===== src/rtl/wb_sdram_pkg.sv =====
// Shared definitions for the wb_sdram_model slave.
//   state_e : controller states (S_IDLE=0, S_BUSY=1, S_ACK=2, S_REF=3)
//   clog2   : ceiling log2 for sizing address/counter fields
package wb_sdram_pkg;

  typedef enum logic [1:0] {
    S_IDLE = 2'd0,
    S_BUSY = 2'd1,
    S_ACK  = 2'd2,
    S_REF  = 2'd3
  } state_e;

  function automatic int unsigned clog2(input int unsigned value);
    int unsigned result;
    result = 0;
    for (int unsigned i = 0; i < 32; i++) begin
      if ((64'd1 << i) < 64'(value)) result = i + 1;
    end
    return result;
  endfunction

endpackage


===== src/rtl/wb_sdram_refresh_timer.sv =====
// Refresh request generator for wb_sdram_model.
// A free-running counter raises a request every PERIOD cycles; the request
// is held in a single pending flag until the controller takes it. A request
// arriving while one is already pending is absorbed.
//   clk_i     : clock, rising edge
//   rst_ni    : asynchronous active-low reset
//   take_i    : controller is servicing the pending request this cycle
//   pending_o : a refresh request is waiting
module wb_sdram_refresh_timer
  import wb_sdram_pkg::*;
#(
  parameter int unsigned PERIOD = 64
) (
  input  logic clk_i,
  input  logic rst_ni,
  input  logic take_i,
  output logic pending_o
);

  localparam int unsigned PW = clog2(PERIOD + 1);

  logic [PW-1:0] cnt_q, cnt_d;
  logic          pending_q, pending_d;
  logic          req;

  always_comb begin
    req       = (cnt_q == PW'(PERIOD - 1));
    cnt_d     = req ? '0 : cnt_q + PW'(1);
    // A new request re-arms the flag even if the old one is taken now.
    pending_d = req | (pending_q & ~take_i);
  end

  always_ff @(posedge clk_i or negedge rst_ni) begin
    if (!rst_ni) begin
      cnt_q     <= '0;
      pending_q <= 1'b0;
    end else begin
      cnt_q     <= cnt_d;
      pending_q <= pending_d;
    end
  end

  assign pending_o = pending_q;

endmodule


===== config.mk =====
export PLATFORM = sky130hd
export DESIGN_NAME = wb_sdram_refresh_timer
export DESIGN_NICKNAME = d
export VERILOG_FILES = /design/src/rtl/wb_sdram_pkg.sv /design/src/rtl/wb_sdram_refresh_timer.sv
export SDC_FILE = /design/constraint.sdc
export NUM_CORES = 1
export LEC_CHECK = 0
export BUFFER_PORTS_ARGS = -buffer_cell sky130_fd_sc_hd__buf_2
export CORE_AREA = 2 2 39 41
export CTS_CLUSTER_DIAMETER = 150
export DETAILED_ROUTE_END_ITERATION = 12
export DIE_AREA = 0 0 41 43
export PLACE_DENSITY_LB_ADDON = 0.05
export SLEW_MARGIN = 0
export SYNTH_ARGS = -nofsm -noshare
export SYNTH_HDL_FRONTEND = slang
export SYNTH_SLANG_ARGS = --single-unit

===== constraint.sdc =====
create_clock -name clk_i -period 1.2 [get_ports clk_i]
set_input_delay 0.06 -clock clk_i [delete_from_list [all_inputs] [get_ports clk_i]]
set_output_delay 0.06 -clock clk_i [all_outputs]
set_load 0.01 [all_outputs]

== After elaboration in Yosys (flattened, before gate mapping) ==
Cells that the tools add are included.
Cells by class
  $add $sub $neg: 1
  equal/unequal tests: 1
  multiplexer cells: 1
  bitwise gates (word level): 3
Operator list (number)
  $add 7x1->7 const B: 1
  $eq 7x6->1 const B: 1
  $mux 7: 1
  $and 1x1->1: 1
  $not 1->1: 1
  $or 1x1->1: 1
Word-level totals
  register bits: 8
  input port bits: 3
  output and inout port bits: 1
  word-level logic and storage cells: 8

== Longest topological paths before layout ==
Gate-level depths: netlist of the first run.
  depth after elaboration: 3
  depth in mapped cells: 4
  mapped depth without buffers: 4

== Least setup slack after synthesis of the first run ==
Ideal clock, no wire load.
  path kind: register -> register
  start: register cnt_q[0]
  end: register cnt_q[5]
  library setup time: 134 ps
  arrival time: 953 ps
  required time: 1066 ps
  path slack: 113 ps
  stages on the path, launching flop included: 5
  path buffers: 0
  period minus slack after synthesis: 1087 ps
  cell sequence: dfrtp_1 > ha_1 > nand2_1 > nor3_2 > nor3_1
Between the ends
  word-level cells in the longest chain between the ends: 2
  elaborated cells on any way between the ends: 3
  those cells by class: add/sub (1); eq/ne (1); mux (1)
Ends and longest elaborated chain
  from (decl): line wb_sdram_refresh_timer.sv:22  | logic [PW-1:0] cnt_q, cnt_d;
  from (signal assigned): line wb_sdram_refresh_timer.sv:38  | cnt_q <= cnt_d;
  $add 7x1->7 / $eq 7x6->1 (equally long branches): line wb_sdram_refresh_timer.sv:28, wb_sdram_refresh_timer.sv:27
  $mux 7 *: line wb_sdram_refresh_timer.sv:28  | cnt_d = req ? '0 : cnt_q + PW'(1);
  named net cnt_d[5]: line wb_sdram_refresh_timer.sv:22
Mark *: on every way through the listed nets, which the timed path passes. The rest lies on a longest branch.

== Worst setup path after layout of the first run ==
  start: register cnt_q[0]
  end: register pending_q (netlist: pending_o)
Between the ends
  word-level cells in the longest chain between the ends: 2
Ends and longest elaborated chain
  $eq 7x6->1: line wb_sdram_refresh_timer.sv:27  | req = (cnt_q == PW'(PERIOD - 1));
  $or 1x1->1: line wb_sdram_refresh_timer.sv:30  | pending_d = req | (pending_q & ~take_i);
  named net pending_d: line wb_sdram_refresh_timer.sv:23  | logic pending_q, pending_d;
  to (signal assigned): line wb_sdram_refresh_timer.sv:39  | pending_q <= pending_d;
  to (decl): line wb_sdram_refresh_timer.sv:23
The timed path passes the listed nets, and every way through them passes these cells.

==> out/results.tsv, run 1 <==
stage	metric	value	unit
floorplan	Core ar.	1380	um2
cts	Clock Latency Late Sink	250	ps
floorplan	IO Pins	4	
worst_setup_path	WS Path Type	reg2reg	
worst_setup_path	delay of the slowest critical-path stage	380	ps
global_route	overall routing resource usage	9.43	%
final_layout	Final #Nets	44	
final_layout	fin util	31.5	%
floorplan	Die Area	1760	um2
final_layout	P&R area growth vs syn	31.8	%
run	number of max-cap violations	0	
cts	TritonCTS buffer count	3	
logic_synthesis	Netlist cell types	16	
floorplan	DIE WIDTH	41	um
worst_hold_path	Min-Delay Endpoint	pending_o	
worst_hold_path	HP Class	in2reg	
worst_setup_path	Critical-path top delay cell	dfrtp_1	
logic_synthesis	syn_area_per_cell	12.2	um2
sta	final hold violation count	0	
sta	final setup margin	60.2	ps
sta	Post-Route Setup TNS	0	ps
worst_setup_path	critical-path cell list	ha_1 > nand2_2 > nor3_2 > buf_4 > a21o_1	
sta	Tightest Pin Transition	154	ps
sta	RSZ-0062 raised after global routing	no	
logic_synthesis	most frequent cell after synthesis	dfrtp_1	
logic_synthesis	cell taking the most area after synthesis	dfrtp_1	
sta	final setup fails	0	
global_route	first-pass GRT wire length	1010	um
worst_setup_path	FF-to-FF path depth	5	
final_layout	area occupied by registers	200	um2
routing	DRT iter0 DRCs	2	
worst_setup_path	Critical Path Fanout Max	5	
final_layout	Diodes inserted	0	
final_layout	Fillers	147	
placed_design	GP Congestion	0.638	
logic_synthesis	syn_nets	31	
logic_synthesis	Post-synth top cells	dfrtp_1, nand3_1, nor2_1, xor2_1	
power_and_ir_drop	P per Cell Area	1120	nW/um2
outcome	status	finished clean	
power_and_ir_drop	maximum VDD drop	0.000289	V
final_layout	area of the multi-input gates	134	um2
routing	vias per inst	4.24	
final_layout	layout cells sized above 1	36.8	%
worst_hold_path	hold depth	3	
sta	Final min period	1140	ps
global_route	number of global-route vias before repair	245	
logic_synthesis	Synth Flop Type	dfrtp_1	
global_route	gr ovfl total	0	
logic_synthesis	Synth Cell Area	330	um2
cts	clock root cell	clkbuf_4	
worst_setup_path	critical path startpoint category	register	
sta	Hold Slack	73.0	ps
cts	clock transition at the registers of the reported paths	50	ps
global_route	initial antenna violation count	0	
placed_design	IO buf count	3	
routing	Routed Antenna Nets	0	
worst_setup_path	critical path capture point type	register	
routing	DRT Pass-1 Iters	2	
worst_setup_path	Top Family by Delay on Critical Path	flip-flops	
logic_synthesis	asr flop ratio synth	100	%
sta	worst clock skew	1.28	ps
cts	clock buffer depth	2	
worst_hold_path	hold_sp	take_i	
floorplan	initial core utilization	23.9	%
power_and_ir_drop	total power	0.488	mW
sta	Fmax	877	MHz
worst_setup_path	reg-to-reg startpoint	cnt_q[0]	
cts	# clock sinks	8	
logic_synthesis	synth warn	0	
cts	CTS HTree Levels	1	
floorplan	Rows	14	
placed_design	Place WS	29.2	ps
worst_setup_path	Worst EP arrival	1290	ps
power_and_ir_drop	Leakage	0.216	nW
routing	wire length per cell after detailed routing	11.0	um
routing	Residual DRC	0	
worst_setup_path	Worst R2R Setup Slack	60	ps
logic_synthesis	EDFF count, synth	0	
logic_synthesis	post-synthesis register bit count	8	
logic_synthesis	Syn Inst Count	27	
sta	Final Max Tran Viols	0	
logic_synthesis	synth top area cells	dfrtp_1, xor2_1, nand3_1	
worst_setup_path	Worst EP required	1350	ps
worst_setup_path	WP buf/inv	1	
sta	Slew HR	89.4	%
sta	Tcrit/Tclk final	95.0	%
logic_synthesis	share of the synthesized area in the top cell type	60.6	%
cts	CTS tree	yes	
worst_setup_path	RR Endpoint	pending_o	
routing	WL final	595	um
global_route	largest net degree at the start of global routing	9	
cts	setup repair bufs after CTS	0	
routing	DR vias	229	
logic_synthesis	sequential area share after synthesis	60.6	%
floorplan	die height	43	um
kinds of logic (layout without fill, tap and decap cells):
group,count (synthesis),count (layout),synth area share [%]
adder cells (fa/ha/maj),1,1,3.79
multiplexers,1,1,3.03
AO/OA/AOI/OAI,3,3,6.06
XOR/XNOR,3,3,7.96
flip-flops,8,8,60.6
AND/OR/NAND/NOR,10,10,17.4
buffers and inverters,1,12,1.14
per-stage QoR:
stage / std cells / area [um2]
after floorplan: 27 / 330
after global placement: 50 / 395
after detailed placement: 50 / 395
after CTS: 54 / 428
after global routing: 54 / 435
final: 54 / 435
metal layers:
metal | routed length [um] | track usage, % | vias to the layer above
met3 | 20 | 3.14 | 2
met2 | 281 | 11.6 | 3
met1 | 283 | 10.6 | 111
li1 | - | - | 113
met5 | 0 | 0 | -
met4 | 10 | 12.0 | 0
placed cells by master, fill, tap and decap left out, drive strengths merged, types with 2 or more instances in the layout:
| cell | count |
|---|---|
| nor3 | 2 |
| clkbuf | 3 |
| buf | 7 |
| xor2 | 2 |
| nor2 | 2 |
| dfrtp | 8 |
| nand3 | 4 |
timing repair:
item                                   in CTS  in global routing
endpoints found under the hold margin       8                  0
setup endpoints to repair                   0                  1
resized for setup                           0                  2
hold buffers                                1                  0
cell type report:
class / count / area share [%]
Multi-Input combinational cell: 18 / 30.7
Inverter: 1 / 0.862
Sequential cell: 8 / 46.0
Clock buffer: 3 / 5.17
Tap cell: 16 / 4.60
Timing Repair Buffer: 8 / 12.6
state kept, by name, summed over array words and instances, names as in the netlist:
register and cells:
cnt_q 7, pending_o 1
tightest hold or removal path, stage by stage:
cell    delay [ps]
buf_2          100
inv_1           40
a21o_1         100
where the power goes:
group | internal, mW | switching [mW]
Clock | 0.115 | 0.0923
Sequential | 0.270 | 0
Combinational | 0.00468 | 0.00633
how the worst max path moves through the flow:
stage	from	endpoint	slack, ps	depth (start not counted)
detailed placement	cnt_q[0]	cnt_q[5]	30	5
CTS	cnt_q[0]	cnt_q[5]	10	5
global route	cnt_q[0]	pending_o	10	5
finish	cnt_q[0]	pending_o	60	5
global placement	cnt_q[0]	pending_o	70	5
floorplan	cnt_q[0]	cnt_q[5]	110	4
(Power assumes the default switching activity.)
==> run 2: changes to the inputs <==
--- a/config.mk
+++ b/config.mk
@@ -7,6 +7,7 @@
 export LEC_CHECK = 0
 export BUFFER_PORTS_ARGS = -buffer_cell sky130_fd_sc_hd__buf_2
 export CORE_AREA = 2 2 39 41
+export CTS_BUF_LIST = sky130_fd_sc_hd__clkbuf_8 sky130_fd_sc_hd__clkbuf_16
 export CTS_CLUSTER_DIAMETER = 150
 export DETAILED_ROUTE_END_ITERATION = 12
 export DIE_AREA = 0 0 41 43
==> run 2 against run 1 <==
  * Wire length fell by 3.7%
  * Core utilization rose by 1.2 points
  * Clock power rose by 51%
  * Total power rose by 22%
  * Worst setup slack got worse by 5.6 ps
  * Combinational power barely moved
  * Sequential power barely moved
  * Critical path type unchanged
  * Critical endpoint unchanged
==> out/results.tsv, run 2 (synthesis results as in run 1) <==
stage	metric	value	unit	change
worst_hold_path	hold_sp	take_i		unchanged
floorplan	Rows	14		unchanged
global_route	first-pass GRT wire length	993	um	was 1010 um
run	number of max-cap violations	0		unchanged
power_and_ir_drop	Logic pwr share	1.8	%	was 2.3%
floorplan	DIE WIDTH	41	um	unchanged
worst_setup_path	WS Path Type	reg2reg		unchanged
sta	Final Max Tran Viols	0		unchanged
cts	CTS HTree Levels	1		unchanged
cts	clock root cell	clkbuf_8		was clkbuf_4
floorplan	initial core utilization	23.9	%	unchanged
cts	clock buffer depth	2		unchanged
power_and_ir_drop	Internal	0.492	mW	was 0.389 mW
power_and_ir_drop	Net Sw Frac	17.3	%	was 20.2%
routing	DR vias	230		was 229
global_route	largest net degree at the start of global routing	9		unchanged
cts	Clock Latency Late Sink	220	ps	was 250 ps
worst_setup_path	Worst EP required	1310	ps	was 1350 ps
worst_setup_path	WP buf/inv	1		unchanged
final_layout	Fillers	140		was 147
cts	# clock sinks	8		unchanged
global_route	number of global-route vias before repair	248		was 245
global_route	overall routing resource usage	9.33	%	was 9.43%
final_layout	Diodes inserted	0		unchanged
sta	Post-Route Setup TNS	0	ps	unchanged
sta	Slew HR	89.4	%	about the same
worst_setup_path	delay of the slowest critical-path stage	370	ps	was 380 ps
routing	wire length per cell after detailed routing	10.6	um	was 11.0 um
worst_setup_path	reg-to-reg startpoint	cnt_q[0]		unchanged
final_layout	Final #Nets	44		unchanged
power_and_ir_drop	Reg power frac	45.5	%	was 55.3%
sta	final setup fails	0		unchanged
sta	Tightest Pin Transition	154	ps	about the same
cts	TritonCTS buffer count	3		unchanged
power_and_ir_drop	P per Cell Area	1320	nW/um2	was 1120 nW/um2
worst_setup_path	critical path startpoint category	register		unchanged
power_and_ir_drop	net load switching power	0.103	mW	was 0.0986 mW
routing	WL final	573	um	was 595 um
final_layout	Biggest register	cnt_q		unchanged
sta	Hold Slack	104	ps	was 73.0 ps
sta	Tcrit/Tclk final	95.5	%	was 95.0%
routing	Routed Antenna Nets	0		unchanged
routing	vias per inst	4.26		was 4.24
worst_hold_path	HP Class	in2reg		unchanged
final_layout	layout cells sized above 1	34.2	%	was 36.8%
final_layout	fin util	32.6	%	was 31.5%
sta	worst clock skew	0.587	ps	was 1.28 ps
sta	final hold violation count	0		unchanged
placed_design	GP Congestion	0.638		unchanged
routing	DRT iter0 DRCs	3		was 2
worst_setup_path	Critical-path top delay cell	dfrtp_1		unchanged
final_layout	max FFs per register	7		unchanged
routing	DRT Pass-1 Iters	3		was 2
worst_setup_path	critical-path cell list	ha_1 > nand2_1 > nor3_2 > buf_4 > a21o_1		was ha_1 > nand2_2 > nor3_2 > buf_4 > a21o_1
cts	clock transition at the registers of the reported paths	40	ps	was 50 ps
final_layout	P&R area growth vs syn	36.7	%	was 31.8%
final_layout	commonest non-fill, non-tap cell in the layout	dfrtp_1		unchanged
final_layout	area occupied by registers	200	um2	unchanged
power_and_ir_drop	maximum VDD drop	0.000394	V	was 0.000289 V
placed_design	IO buf count	3		unchanged
final_layout	commonest cells after routing, fill and taps aside	dfrtp_1, buf_4, nand3_1, clkbuf_8, buf_2		was dfrtp_1, buf_4, nand3_1, clkbuf_4, buf_2
sta	Final min period	1150	ps	was 1140 ps
cts	setup repair bufs after CTS	0		unchanged
power_and_ir_drop	Leakage	0.223	nW	was 0.216 nW
global_route	initial antenna violation count	0		unchanged
sta	RSZ-0062 raised after global routing	no		unchanged
cts	CTS tree	yes		unchanged
worst_setup_path	Critical Path Source	cnt_q[0]		unchanged
final_layout	area of the multi-input gates	131	um2	was 134 um2
sta	Fmax	873	MHz	was 877 MHz
worst_setup_path	critical path capture point type	register		unchanged
worst_setup_path	Top Family by Delay on Critical Path	flip-flops		unchanged
floorplan	Core ar.	1380	um2	unchanged
power_and_ir_drop	total power	0.595	mW	was 0.488 mW
outcome	status	finished clean		unchanged
global_route	gr ovfl total	0		unchanged
worst_setup_path	Critical Path Fanout Max	5		unchanged
power_and_ir_drop	clock network power share	52.6	%	was 42.4%
routing	Residual DRC	0		unchanged
floorplan	die height	43	um	unchanged
worst_setup_path	Worst EP arrival	1260	ps	was 1290 ps
floorplan	Die Area	1760	um2	unchanged
floorplan	IO Pins	4		unchanged
run 2: cell counts in the layout (fill, tap and decap cells not counted):
Identical to the previous run, type by type.
run 2: stage by stage:
| stage | std cells | instance area, um2 | setup slack (ps) |
|---|---|---|---|
| finish | 54 | 452 | 54.6 |
| global route | 54 | 452 | 3.18 |
| CTS | 54 | 447 | 15.3 |
| detailed placement | 50 | 395 | 29.2 |
| global placement | 50 | 395 | 67.7 |
| floorplan | 27 | 330 | 113 |
run 2: final timing paths:
check | end | slack, ps | cells after the start
min in group asynchronous | cnt_q[6] | 210 | 2
worst max register to register | pending_o | 50 | 5
worst min-delay path | pending_o | 100 | 3
worst min register to register | pending_o | 470 | 1
max in group asynchronous | pending_o | 820 | 2
worst max-delay path | pending_o | 50 | 5
run 2: what timing repair did:
item,CTS,global route
hold endpoints to repair,8,0
endpoints found under the setup margin,0,1
hold buffers,1,0
resized for setup,0,1
run 2: power groups by stage:
| stage | Combinational [mW] | Clock, mW | Sequential, mW |
|---|---|---|---|
| 5_1_grt | 0.0131 | 0.351 | 0.271 |
| 3_3_place_gp | 0.00863 | 0 | 0.275 |
| 2_1_floorplan | 0.000599 | 0 | 0.275 |
| 4_1_cts | 0.0118 | 0.330 | 0.271 |
| 3_5_place_dp | 0.00923 | 0 | 0.275 |
| 6_report | 0.0110 | 0.313 | 0.271 |
run 2: metal layers:
metal / up-vias / track usage, % / routed length, um
met1: 111 / 10.3 / 278
met4: 0 / 12.0 / 10
met3: 2 / 3.14 / 17
li1: 114 / - / -
met5: - / 0 / 0
met2: 3 / 11.6 / 267
run 2: area by class of cell:
class | count | area share, %
sequential | 8 | 44.3
tap | 16 | 4.43
timing repair buffer | 8 | 12.2
multi-input combinational | 18 | 29.1
clock buffer | 3 | 9.14
inverter | 1 | 0.831
run 2: worst reg2reg max path, delay by kind of cell (launching register included):
kind                     cells  cell delay (ps)
flip-flops                   1              370
adder cells (fa/ha/maj)      1              220
AND/OR/NAND/NOR              2              150
buffers and inverters        1              150
AO/OA/AOI/OAI                1              150
==> run 3: changes to the inputs <==
--- a/config.mk
+++ b/config.mk
@@ -6,12 +6,15 @@
 export NUM_CORES = 1
 export LEC_CHECK = 0
 export BUFFER_PORTS_ARGS = -buffer_cell sky130_fd_sc_hd__buf_2
+export CELL_PAD_IN_SITES_DETAIL_PLACEMENT = 0
+export CELL_PAD_IN_SITES_GLOBAL_PLACEMENT = 2
 export CORE_AREA = 2 2 39 41
 export CTS_BUF_LIST = sky130_fd_sc_hd__clkbuf_8 sky130_fd_sc_hd__clkbuf_16
 export CTS_CLUSTER_DIAMETER = 150
 export DETAILED_ROUTE_END_ITERATION = 12
 export DIE_AREA = 0 0 41 43
 export PLACE_DENSITY_LB_ADDON = 0.05
+export SETUP_SLACK_MARGIN = 0.15
 export SLEW_MARGIN = 0
 export SYNTH_ARGS = -nofsm -noshare
 export SYNTH_HDL_FRONTEND = slang
==> constraint.sdc (replaced) <==
create_clock -name clk_i -period 1 [get_ports clk_i]
set_input_delay 0.05 -clock clk_i [delete_from_list [all_inputs] [get_ports clk_i]]
set_output_delay 0.05 -clock clk_i [all_outputs]
set_load 0.01 [all_outputs]
==> run 3 against run 2 <==
  * The flow now finishes with violations (setup timing)
  * Register-to-register slack worse by 160 ps
  * Sequential share of layout area is 8.2 points lower
  * Die area stayed put
  * Largest cell class unchanged
  * Clock skew is 1.1 ps higher
  * Worst setup slack worse by 160 ps
  * Critical path depth stayed put
==> out/results.tsv, run 3 (synthesis results as in run 1) <==
stage	metric	value	unit	change
outcome	status	finished with violations		was finished clean
outcome	failing checks	setup timing		
cts	CTS tree	yes		unchanged
power_and_ir_drop	total power	0.714	mW	was 0.595 mW
cts	clock buffer depth	2		unchanged
power_and_ir_drop	maximum VDD drop	0.000633	V	was 0.000394 V
worst_setup_path	most frequent cell on the critical path	buf_4		
sta	Final Max Tran Viols	0		unchanged
worst_setup_path	FF-to-FF path depth	5		unchanged
final_layout	commonest cells after routing, fill and taps aside	dfrtp_1, buf_4, clkbuf_8, buf_2, buf_6		was dfrtp_1, buf_4, nand3_1, clkbuf_8, buf_2
power_and_ir_drop	P per Cell Area	1290	nW/um2	was 1320 nW/um2
worst_setup_path	RR Endpoint	cnt_q[5]		was pending_o
sta	Tcrit/Tclk final	111	%	was 95.5%
sta	final setup fails	7		was 0
floorplan	DIE WIDTH	41	um	unchanged
placed_design	Final HPWL DP	438	um	
global_route	largest net degree at the start of global routing	9		unchanged
power_and_ir_drop	Leakage	0.255	nW	was 0.223 nW
final_layout	Final #Nets	49		was 44
sta	worst clock skew	1.67	ps	was 0.587 ps
cts	Clock Latency Late Sink	220	ps	about the same
worst_setup_path	WS Path Type	reg2reg		unchanged
worst_setup_path	Critical Path Fanout Max	4		was 5
final_layout	layout cells sized above 1	51.2	%	was 34.2%
routing	DRT Pass-1 Iters	4		was 3
cts	TritonCTS buffer count	3		unchanged
routing	met2 wire length	338	um	was 267 um
worst_hold_path	hold depth	3		unchanged
sta	Final min period	1110	ps	was 1150 ps
worst_hold_path	hold_sp	take_i		unchanged
routing	DR vias	253		was 230
worst_hold_path	Min-Delay Endpoint	pending_o		unchanged
sta	Slew HR	82.6	%	was 89.4%
routing	vias per inst	4.29		was 4.26
final_layout	P&R area growth vs syn	67.8	%	was 36.7%
floorplan	Rows	14		unchanged
routing	Residual DRC	0		unchanged
floorplan	IO Pins	4		unchanged
sta	final hold violation count	0		unchanged
final_layout	Fillers	138		was 140
cts	clock root cell	clkbuf_8		unchanged
worst_setup_path	Worst EP required	1130	ps	was 1310 ps
routing	WL final	626	um	was 573 um
global_route	initial antenna violation count	0		unchanged
global_route	first-pass GRT wire length	993	um	unchanged
run	number of max-cap violations	0		unchanged
routing	Routed Antenna Nets	0		unchanged
worst_setup_path	Worst EP arrival	1240	ps	was 1260 ps
worst_setup_path	critical path startpoint category	register		unchanged
sta	Hold Slack	96.2	ps	was 104 ps
floorplan	Die Area	1760	um2	unchanged
sta	Tightest Pin Transition	260	ps	was 154 ps
worst_setup_path	Critical-path top delay cell	dfrtp_1		unchanged
final_layout	fin util	40.1	%	was 32.6%
floorplan	initial core utilization	23.9	%	unchanged
routing	top sig layer	met3		was met4
worst_setup_path	critical-path cell list	buf_4 > buf_4 > nand3_1 > mux2i_1 > nor3_1		was ha_1 > nand2_1 > nor3_2 > buf_4 > a21o_1
worst_setup_path	Worst R2R Setup Slack	-110	ps	was 50 ps
global_route	overall routing resource usage	9.03	%	was 9.33%
global_route	number of global-route vias before repair	243		was 248
cts	# clock sinks	8		unchanged
cts	CTS HTree Levels	1		unchanged
final_layout	max FFs per register	7		unchanged
worst_setup_path	WP buf/inv	2		was 1
placed_design	IO buf count	3		unchanged
routing	WL met1	252	um	was 278 um
placed_design	GP Congestion	0.669		was 0.638
routing	DRT iter0 DRCs	5		was 3
final_layout	Diodes inserted	0		unchanged
final_layout	commonest non-fill, non-tap cell in the layout	dfrtp_1		unchanged
sta	RSZ-0062 raised after global routing	yes		was no
final_layout	Biggest register	cnt_q		unchanged
routing	wire length per cell after detailed routing	10.6	um	about the same
worst_setup_path	delay of the slowest critical-path stage	410	ps	was 370 ps
worst_setup_path	reg-to-reg startpoint	cnt_q[0]		unchanged
floorplan	die height	43	um	unchanged
cts	clock transition at the registers of the reported paths	40	ps	about the same
global_route	gr ovfl total	0		unchanged
routing	met3 wire length	35	um	was 17 um
worst_hold_path	HP Class	in2reg		unchanged
worst_setup_path	critical path capture point type	register		unchanged
floorplan	Core ar.	1380	um2	unchanged
worst_setup_path	Top Family by Delay on Critical Path	flip-flops		unchanged
sta	Fmax	905	MHz	was 873 MHz
sta	final setup margin	-105	ps	was 54.6 ps
[run 3: cell types whose count changed in the layout (fill, tap and decap cells not counted), sizes merged]
cell | before | now
buf | 7 | 12
[run 3: repair_timing]
item	CTS	global route
hold endpoints to repair	8	0
hold buffers	1	0
resized for setup	4	6
setup buffers	1	1
setup endpoints to repair	8	8
pin swaps	3	3
[run 3: area by class of cell]
class	count	area (um2)	area share (%)
clock buffer	3	41.3	7.45
inverter	1	3.75	0.677
multi-input combinational	18	185	33.4
sequential	8	200	36.1
tap	16	20.0	3.61
timing repair buffer	13	104	18.7
[run 3: worst max path at each step]
stage                        start  cells past startpoint  slack [ps]        to
after floorplan           cnt_q[0]                      4         -30  cnt_q[5]
after global placement    cnt_q[0]                      4         -40  cnt_q[5]
after detailed placement  cnt_q[0]                      4         -70  cnt_q[5]
after CTS                 cnt_q[0]                      4         -70  cnt_q[5]
after global routing      cnt_q[0]                      4        -140  cnt_q[5]
final                     cnt_q[0]                      5        -110  cnt_q[5]
[run 3: worst min-delay path, cell delays in order]
cell	delay, ps
buf_2	90
inv_1	40
a21o_1	100
[run 3: stage by stage]
step           cell area [um2]  setup TNS (ps)  setup WS, ps  instances
2_1_floorplan              342           -82.9         -32.8         27
3_3_place_gp               429           -78.6         -36.3         53
3_5_place_dp               429            -206         -69.1         53
4_1_cts                    508            -363         -73.8         58
5_1_grt                    554            -759          -141         59
6_report                   554            -402          -105         59
[run 3: layer usage]
layer,track usage [%],up-vias
met5,0,-
met4,8.00,0
met3,3.14,0
met2,12.2,8
met1,10.6,119
li1,-,126
[run 3: where the power goes]
group | total, mW | internal (mW) | switching, mW
Combinational | 0.0130 | 0.00562 | 0.00738
Sequential | 0.325 | 0.325 | 0
Clock | 0.376 | 0.260 | 0.116
Total | 0.714 | 0.591 | 0.124
